<file path="src/rtl/ifu_pkg.sv">
// +----------------------------------------------------------------------------+
// | ifu_pkg : shared encodings and constants for the instruction fetch unit    |
// | Revision: 1.0                                                              |
// +----------------------------------------------------------------------------+
`default_nettype none

package ifu_pkg;

  localparam logic [1:0] NPC_SEQ    = 2'b00;
  localparam logic [1:0] NPC_BRANCH = 2'b01;
  localparam logic [1:0] NPC_JUMP   = 2'b10;
  localparam logic [1:0] NPC_JR     = 2'b11;

  localparam logic [1:0] S_IDLE  = 2'd0;
  localparam logic [1:0] S_FETCH = 2'd1;
  localparam logic [1:0] S_HOLD  = 2'd2;

  localparam logic [31:0] C_RESET_PC = 32'h0000_3000;

endpackage

`default_nettype wire

</file>
<file path="src/rtl/ifu_npc.sv">
// +----------------------------------------------------------------------------+
// | npc : combinational next-PC selection (seq / branch / jump / jr)           |
// | Revision: 1.0                                                              |
// +----------------------------------------------------------------------------+
`default_nettype none

module npc
  import ifu_pkg::*;
(
  input  logic [31:0] pc,
  input  logic [31:0] instr,
  input  logic [1:0]  npc_op,
  input  logic        br_taken,
  input  logic [31:0] jr_target,
  output logic [31:0] npc
);

  logic [31:0] w_pc_plus4;
  logic [31:0] w_br_offset;
  logic        w_unused;

  assign w_pc_plus4  = pc + 32'd4;
  assign w_br_offset = {{14{instr[15]}}, instr[15:0], 2'b00};
  // Opcode bits and the byte offset of the jr register play no part in the target.
  assign w_unused    = ^{instr[31:26], jr_target[1:0]};

  always_comb begin
    npc = w_pc_plus4;
    case (npc_op)
      NPC_SEQ:    npc = w_pc_plus4;
      NPC_BRANCH: npc = br_taken ? (w_pc_plus4 + w_br_offset) : w_pc_plus4;
      NPC_JUMP:   npc = {w_pc_plus4[31:28], instr[25:0], 2'b00};
      NPC_JR:     npc = {jr_target[31:2], 2'b00};
      default:    npc = w_pc_plus4;
    endcase
  end

endmodule

`default_nettype wire

</file>
<file path="src/rtl/ifu.sv">
// +----------------------------------------------------------------------------+
// | ifu : PC register, req/ack instruction fetch FSM and latched instruction   |
// | Revision: 1.0                                                              |
// +----------------------------------------------------------------------------+
`default_nettype none

module ifu
  import ifu_pkg::*;
#(
  parameter logic [31:0] RESET_PC = C_RESET_PC
) (
  input  logic        clk,
  input  logic        reset,
  output logic        imem_req,
  output logic [31:0] imem_addr,
  input  logic        imem_ack,
  input  logic [31:0] imem_rdata,
  output logic [31:0] instr,
  output logic        instr_valid,
  output logic [31:0] pc,
  output logic [31:0] pc_plus4,
  input  logic        advance,
  input  logic [1:0]  npc_op,
  input  logic        br_taken,
  input  logic [31:0] jr_target
);

  logic [1:0]  r_state;
  logic [1:0]  w_next_state;
  logic [31:0] r_pc;
  logic [31:0] r_instr;
  logic        r_instr_valid;
  logic [31:0] w_npc;
  logic        w_req;
  logic        w_latch;
  logic        w_retire;

  npc u_npc (
    .pc        (r_pc),
    .instr     (r_instr),
    .npc_op    (npc_op),
    .br_taken  (br_taken),
    .jr_target (jr_target),
    .npc       (w_npc)
  );

  always_ff @(posedge clk or posedge reset) begin
    if (reset) r_state <= S_IDLE;
    else       r_state <= w_next_state;
  end

  always_comb begin
    w_next_state = r_state;
    case (r_state)
      S_IDLE:  w_next_state = S_FETCH;
      S_FETCH: if (imem_ack) w_next_state = S_HOLD;
      S_HOLD:  if (advance)  w_next_state = S_FETCH;
      default: w_next_state = S_IDLE;
    endcase
  end

  // IDLE never requests, so an ack left over from a reset-aborted fetch is dropped.
  always_comb begin
    w_req    = 1'b0;
    w_latch  = 1'b0;
    w_retire = 1'b0;
    case (r_state)
      S_FETCH: begin
        w_req   = 1'b1;
        w_latch = imem_ack;
      end
      S_HOLD:  w_retire = advance;
      default: ;
    endcase
  end

  always_ff @(posedge clk or posedge reset) begin
    if (reset) begin
      r_pc          <= RESET_PC;
      r_instr       <= 32'd0;
      r_instr_valid <= 1'b0;
    end else begin
      if (w_latch) begin
        r_instr       <= imem_rdata;
        r_instr_valid <= 1'b1;
      end
      if (w_retire) begin
        r_pc          <= w_npc;
        r_instr_valid <= 1'b0;
      end
    end
  end

  assign imem_req    = w_req;
  assign imem_addr   = r_pc;
  assign pc          = r_pc;
  assign pc_plus4    = r_pc + 32'd4;
  assign instr       = r_instr;
  assign instr_valid = r_instr_valid;

endmodule

`default_nettype wire
</file>
<file path="config.mk">
export PLATFORM = sky130hd
export DESIGN_NAME = ifu
export DESIGN_NICKNAME = d
export VERILOG_FILES = /design/src/rtl/ifu_pkg.sv /design/src/rtl/ifu_npc.sv /design/src/rtl/ifu.sv
export SDC_FILE = /design/constraint.sdc
export NUM_CORES = 1
export LEC_CHECK = 0
export CAP_MARGIN = 20
export CELL_PAD_IN_SITES_DETAIL_PLACEMENT = 0
export CELL_PAD_IN_SITES_GLOBAL_PLACEMENT = 1
export CORE_ASPECT_RATIO = 1.5
export CORE_MARGIN = 2
export CORE_UTILIZATION = 37
export DETAILED_ROUTE_END_ITERATION = 16
export PLACE_DENSITY = 0.85
export SLEW_MARGIN = 5
export SYNTH_ARGS = -nofsm -noshare
export SYNTH_HDL_FRONTEND = slang
export SYNTH_SLANG_ARGS = --single-unit
</file>
<file path="constraint.sdc">
create_clock -name clk -period 5.6 [get_ports clk]
set_input_delay 1.68 -clock clk [delete_from_list [all_inputs] [get_ports clk]]
set_output_delay 1.68 -clock clk [all_outputs]
set_load 0.1 [all_outputs]
</file>
### Word-level counts from Yosys, hierarchy flattened

Cells that the tools add are included.

| word-level totals | value |
|---|---|
| register bits after elaboration | 67 |
| input port bits | 71 |
| output and inout bits | 130 |
| logic and storage cells | 27 |

| cells by class | value |
|---|---|
| add/subtract/negate cells | 2 |
| equal/unequal tests | 7 |
| mux-type cells | 10 |
| reduce and logical (&&, ||, !) cells | 4 |

Operators by type and width:

| operator | number |
|---|---|
| $pmux W32 S4 | 1 |
| $add A32 B3 Y32 const B | 1 |
| $add A32 B32 Y32 | 1 |
| $mux W32 | 1 |
| $eq A2 B2 Y1 const B | 3 |
| $pmux W2 S3 | 1 |
| $mux W1 | 5 |
| $eq A2 B1 Y1 const B | 2 |
| $logic_not A2 Y1 | 2 |
| $mux W2 | 2 |
| $ne A2 B2 Y1 const B | 2 |
| $reduce_and A2 Y1 | 1 |
| $reduce_bool A2 Y1 | 1 |

### Logic depth before layout (Yosys ltp)

| depth | value |
|---|---|
| word-level depth | 4 |
| gate-level depth with buffers | 16 |
| gate-level depth less buffers | 15 |

### By module

From an unflattened synthesis, not the netlist that was laid out.

| second synthesis, totals | value |
|---|---|
| cell total of the unflattened synthesis | 712 |
| area total of the unflattened synthesis | 6369.9 um2 |

By module, submodules not included:

| module | instances | cells an instance | area an instance (um2) | sequential area each (um2) |
|---|---|---|---|---|
| ifu | 1 | 267 | 3324.4 | 1679.1 |
| npc | 1 | 445 | 3045.4 | 0.0 |

### Least setup slack after synthesis

Ideal clock, no wire load.

| path | value |
|---|---|
| path kind | register to register |
| start point | register r_pc[2], in the netlist imem_addr[2] |
| end point | register r_pc[31], in the netlist imem_addr[31] |
| library setup time | 136 ps |
| arrival time | 5953 ps |
| data required time | 5464 ps |
| slack | -488 ps |
| stages on the path, launching flop included | 17 |
| buffers on the path | 1 |
| clock period less this slack | 6088 ps |
| cell sequence | dfrtp_1 -> ha_1 -> nand4_1 -> nor3_2 -> and2_4 -> nand3_1 -> xnor2_1 -> ha_1 -> buf_2 -> a211oi_1 -> o21bai_1 -> a211oi_1 -> o31ai_1 -> nor3b_1 -> a2111oi_0 -> a2111oi_0 -> nand2_1 |

| on the way | value |
|---|---|
| longest elaborated chain between the ends | 4 |

Ends and longest elaborated chain:

| element | RTL line | RTL |
|---|---|---|
| start: declaration | ifu.sv:30 | `logic [31:0] r_pc;` |
| start signal: assignment | ifu.sv:88 | `r_pc <= w_npc;` |
| $add A32 B3 Y32 | - |  |
| named net pc_plus4[24] | ifu.sv:21 | `output logic [31:0] pc_plus4,` |
| $add A32 B32 Y32 | ifu_npc.sv:31 | `NPC_BRANCH: npc = br_taken ? (w_pc_plus4 + w_br_offset) : w_pc_plus4;` |
| $mux W32 | ifu_npc.sv:31 |  |
| $pmux W32 S4 | ifu_npc.sv:29 | `case (npc_op)` |

The timed path passes the listed nets, and every way through them passes these cells.
A chain may end at the register's enable or synchronous reset.

### Worst setup path after layout

| path | value |
|---|---|
| start point | register r_pc[2], in the netlist imem_addr[2] |
| end point | output port pc_plus4[28] |

| on the way | value |
|---|---|
| longest elaborated chain between the ends | 1 |

Ends and longest elaborated chain:

| element | RTL line | RTL |
|---|---|---|
| $add A32 B3 Y32 | ifu.sv:97 | `assign pc_plus4 = r_pc + 32'd4;` |
| end: declaration | ifu.sv:21 |  |

No other way between the ends.

==> impl_summary.log <==
INFO  metric outcome = finished, final reports clean
INFO  metric setup.worst_path.end_class = output port
INFO  metric cts.repair.resized = 0
INFO  metric setup.worst_path.end = pc_plus4[28]
INFO  metric postSynth.asyncResetShare = 100.0%
INFO  metric dieArea = 0.01684 mm²
INFO  metric synth_fa_ha_area_share = 7.618%
INFO  metric chipHeight = 158.0 µm
INFO  metric drtPass1Iterations = 5
INFO  metric first_iter_violations = 317
INFO  metric synth_top_area_share = 26.96%
INFO  metric netlist_top_cells_area = sky130_fd_sc_hd__dfrtp_1 27%, sky130_fd_sc_hd__ha_1 7.3%, sky130_fd_sc_hd__mux2_2 6.7%
INFO  metric r2r_setup_slack = 1.06 ns
INFO  metric relSlewSlack = 30.63%
INFO  metric synth_cells = 673
INFO  metric cts_made_buffers = 9
INFO  metric finalWeightedCongestion = 0.8961
INFO  metric area_delta_synth_final = 38.20%
INFO  metric number_of_buffers_added_on_ports = 192
INFO  metric synthFlopType = sky130_fd_sc_hd__dfrtp_1
INFO  metric layout_commonest_cell = sky130_fd_sc_hd__clkdlybuf4s50_1
INFO  metric final.period_utilization = 84.20%
INFO  metric post_route_cells_drive_above_1_share = 14.17%
INFO  metric synth.area.mux_share = 10.16%
INFO  metric synth_edf_count = 0
INFO  metric fp-row-count = 56
INFO  metric antenna_found_initial = 1
INFO  metric post_synthesis_sequential_area_ratio = 27.86%
INFO  metric layout.cell_area.non_filler = 0.008080 mm²
INFO  metric post_cts.repair.setup_buffers = 0
INFO  metric detailroute.via_count = 5867
INFO  metric worstSetupStartpoint = imem_addr[2]$_DFFE_PP0P_
INFO  metric timing.final.crit_period = 4.715 ns
INFO  metric cts-root-to-sink-buffers = 2
INFO  metric synthesis.yosys.warnings = 0
INFO  metric drt-wirelength-per-cell = 20.31 µm
INFO  metric cp-start-kind = flip-flop
INFO  metric syn-cell-area = 0.005847 mm²
INFO  metric clk_transition_reported_paths = 0.07 ns
INFO  metric final_antenna_net_count = 0
INFO  metric worst-path-max-fanout = 7
INFO  metric most-common-layout-cells = 169 x sky130_fd_sc_hd__clkdlybuf4s50_1, 63 x sky130_fd_sc_hd__dfrtp_1, 60 x sky130_fd_sc_hd__nand2_1
INFO  metric share_of_the_synthesized_area_in_compound_gates_ao_oa_aoi_oai = 20.91%
INFO  metric synth.avg_cell_area = 8.688 µm²
INFO  metric final-hold-violation-count = 0
INFO  metric max_clock_freq = 212.1 MHz
INFO  metric viasPerCell = 5.658
INFO  metric grt_pass1_wl = 32460 µm
INFO  metric totalNegativeSetupSlack = 0 ns
INFO  metric rsz_0062_raised_after_global_routing = false
INFO  metric placement.cell_area = 0.007727 mm²
INFO  metric worst_skew_pair.late_latency = 0.35 ns
INFO  metric path_class = reg -> out
INFO  metric cts.sinks = 65
INFO  metric hpwl = 16250 µm
INFO  metric worst_r2r_endpoint = imem_addr[30]$_DFFE_PP0P_
INFO  metric worst-r2r-cell-count = 13
INFO  metric timing.final.max_slew_violations = 0
INFO  metric grt_overflow = 0
INFO  metric filler_instances = 1463
INFO  metric track_usage = 24.90%
INFO  metric final_net_count = 934
INFO  metric timing.rr.start = imem_addr[2]$_DFFE_PP0P_
INFO  metric clock_skew = 0.01023 ns
INFO  metric cts_hold_repair.buffers = 0
INFO  metric ctsHtreeMaxLevel = 3
INFO  metric start_util = 37.59%
INFO  metric hold-worst-slack = 0.4841 ns
INFO  metric synth.distinct_cells = 72
INFO  metric hold_path.startpoint = instr_valid$_DFFE_PP0P_
INFO  metric max_slew.worst_pin.slew = 1.037 ns
INFO  metric tritoncts = built
INFO  metric number_of_global_route_vias_before_repair = 6041
INFO  metric routed_wirelength = 21060 µm
INFO  metric synth.ff_latch_count = 65
INFO  metric largest_net_degree_at_the_start_of_global_routing = 40
INFO  metric synth-xor-area-share = 6.420%
INFO  metric worstHoldPathType = reg -> reg
INFO  metric core_region_area = 0.01555 mm²
INFO  metric cts.root.buffer_cell = sky130_fd_sc_hd__clkbuf_16
INFO  metric synth_top_family_by_area = compound AO/OA/AOI/OAI gates
INFO  metric horizontal_die_dimension = 106.6 µm
INFO  metric finalSetupViolations = 0
INFO  metric critPathArrivalTime = 3.04 ns
INFO  metric critPathRequiredTime = 3.92 ns
INFO  metric dr_drc_count = 0
INFO  metric yosys.area_share.simple = 18.42%
INFO  metric num_io_pins = 201
INFO  metric max_cap_violations = 0
INFO  metric synth_top_cell_by_area = sky130_fd_sc_hd__dfrtp_1
[through the flow]
| step | cells | worst slack (ns) | utilization (%) |
|---|---|---|---|
| finish | 1037 | 0.8849 | 51.95 |
| global route | 1037 | 0.6292 | 51.95 |
| CTS | 1036 | 0.8721 | 51.93 |
| detailed placement | 1020 | 1.075 | 49.68 |
| global placement | 1020 | 1.183 | 49.68 |
| floorplan | 678 | 0.09109 | - |
[sequential cells by signal, indices dropped and copies added, names as in the netlist]
name,cells
instr_valid,1
instr,32
r_state,2
imem_addr,30
[critical path: stages (launching register included)]
cell                      delay [ns]
sky130_fd_sc_hd__dfrtp_1        0.49
sky130_fd_sc_hd__ha_1           0.25
sky130_fd_sc_hd__nand4_1        0.25
sky130_fd_sc_hd__nor3_2         0.49
sky130_fd_sc_hd__nand3_1        0.30
sky130_fd_sc_hd__inv_1          0.17
sky130_fd_sc_hd__nand3_1        0.13
sky130_fd_sc_hd__xnor2_2        0.26
sky130_fd_sc_hd__buf_4          0.34
[layout make-up]
type / count / area (µm²) / share of cell area, %
Antenna cell: 1 / 2.502 / 0.03097
Clock inverter: 7 / 125.1 / 1.548
Inverter: 16 / 60.06 / 0.7433
Sequential cell: 65 / 1629 / 20.16
Clock buffer: 9 / 225.2 / 2.787
Tap cell: 203 / 254.0 / 3.143
Multi-Input combinational cell: 532 / 3832 / 47.43
Timing Repair Buffer: 204 / 1952 / 24.16
[cell families (layout without fill, tap and decap cells)]
kind of cell    after synthesis  in the layout
compound gates              187            187
xor+xnor                     42             42
fa+ha+maj                    35             35
buf+inv                      81            236
flops                        65             65
mux                          55             55
other cells                   1              7
simple gates                207            207
[synthesized netlist by cell type (16+ instances only)]
master,number
sky130_fd_sc_hd__dfrtp_1,63
sky130_fd_sc_hd__a211oi_1,16
sky130_fd_sc_hd__mux2_2,35
sky130_fd_sc_hd__buf_4,36
sky130_fd_sc_hd__clkbuf_1,19
sky130_fd_sc_hd__mux2i_1,20
sky130_fd_sc_hd__nand2_1,60
sky130_fd_sc_hd__inv_1,16
sky130_fd_sc_hd__xnor2_1,26
sky130_fd_sc_hd__nor3_1,20
sky130_fd_sc_hd__ha_1,34
sky130_fd_sc_hd__nor2_1,39
sky130_fd_sc_hd__o21ai_0,37
sky130_fd_sc_hd__nand3_1,23
sky130_fd_sc_hd__a21oi_1,47
[how the worst min path moves through the flow]
stage / endpoint / cells past startpoint / slack, ns
final: instr_valid$_DFFE_PP0P_ / 2 / 0.48
after global routing: instr_valid$_DFFE_PP0P_ / 2 / 0.52
after CTS: instr_valid$_DFFE_PP0P_ / 2 / 0.49
after detailed placement: instr_valid$_DFFE_PP0P_ / 2 / 0.47
after global placement: instr_valid$_DFFE_PP0P_ / 2 / 0.46
after floorplan: r_state[0]$_DFFE_PP0P_ / 1 / 0.45
[routing by layer]
| metal | track usage, % | vias to the layer above | wire length [µm] |
|---|---|---|---|
| met5 | 0 | - | 0 |
| li1 | - | 2754 | - |
| met4 | 12.24 | 0 | 812 |
| met2 | 46.44 | 193 | 11430 |
| met3 | 3.829 | 46 | 1095 |
| met1 | 27.12 | 2874 | 7720 |
Power is not shown: default switching activity piles up to over one toggle a cycle in this logic, so the estimate is an artifact.
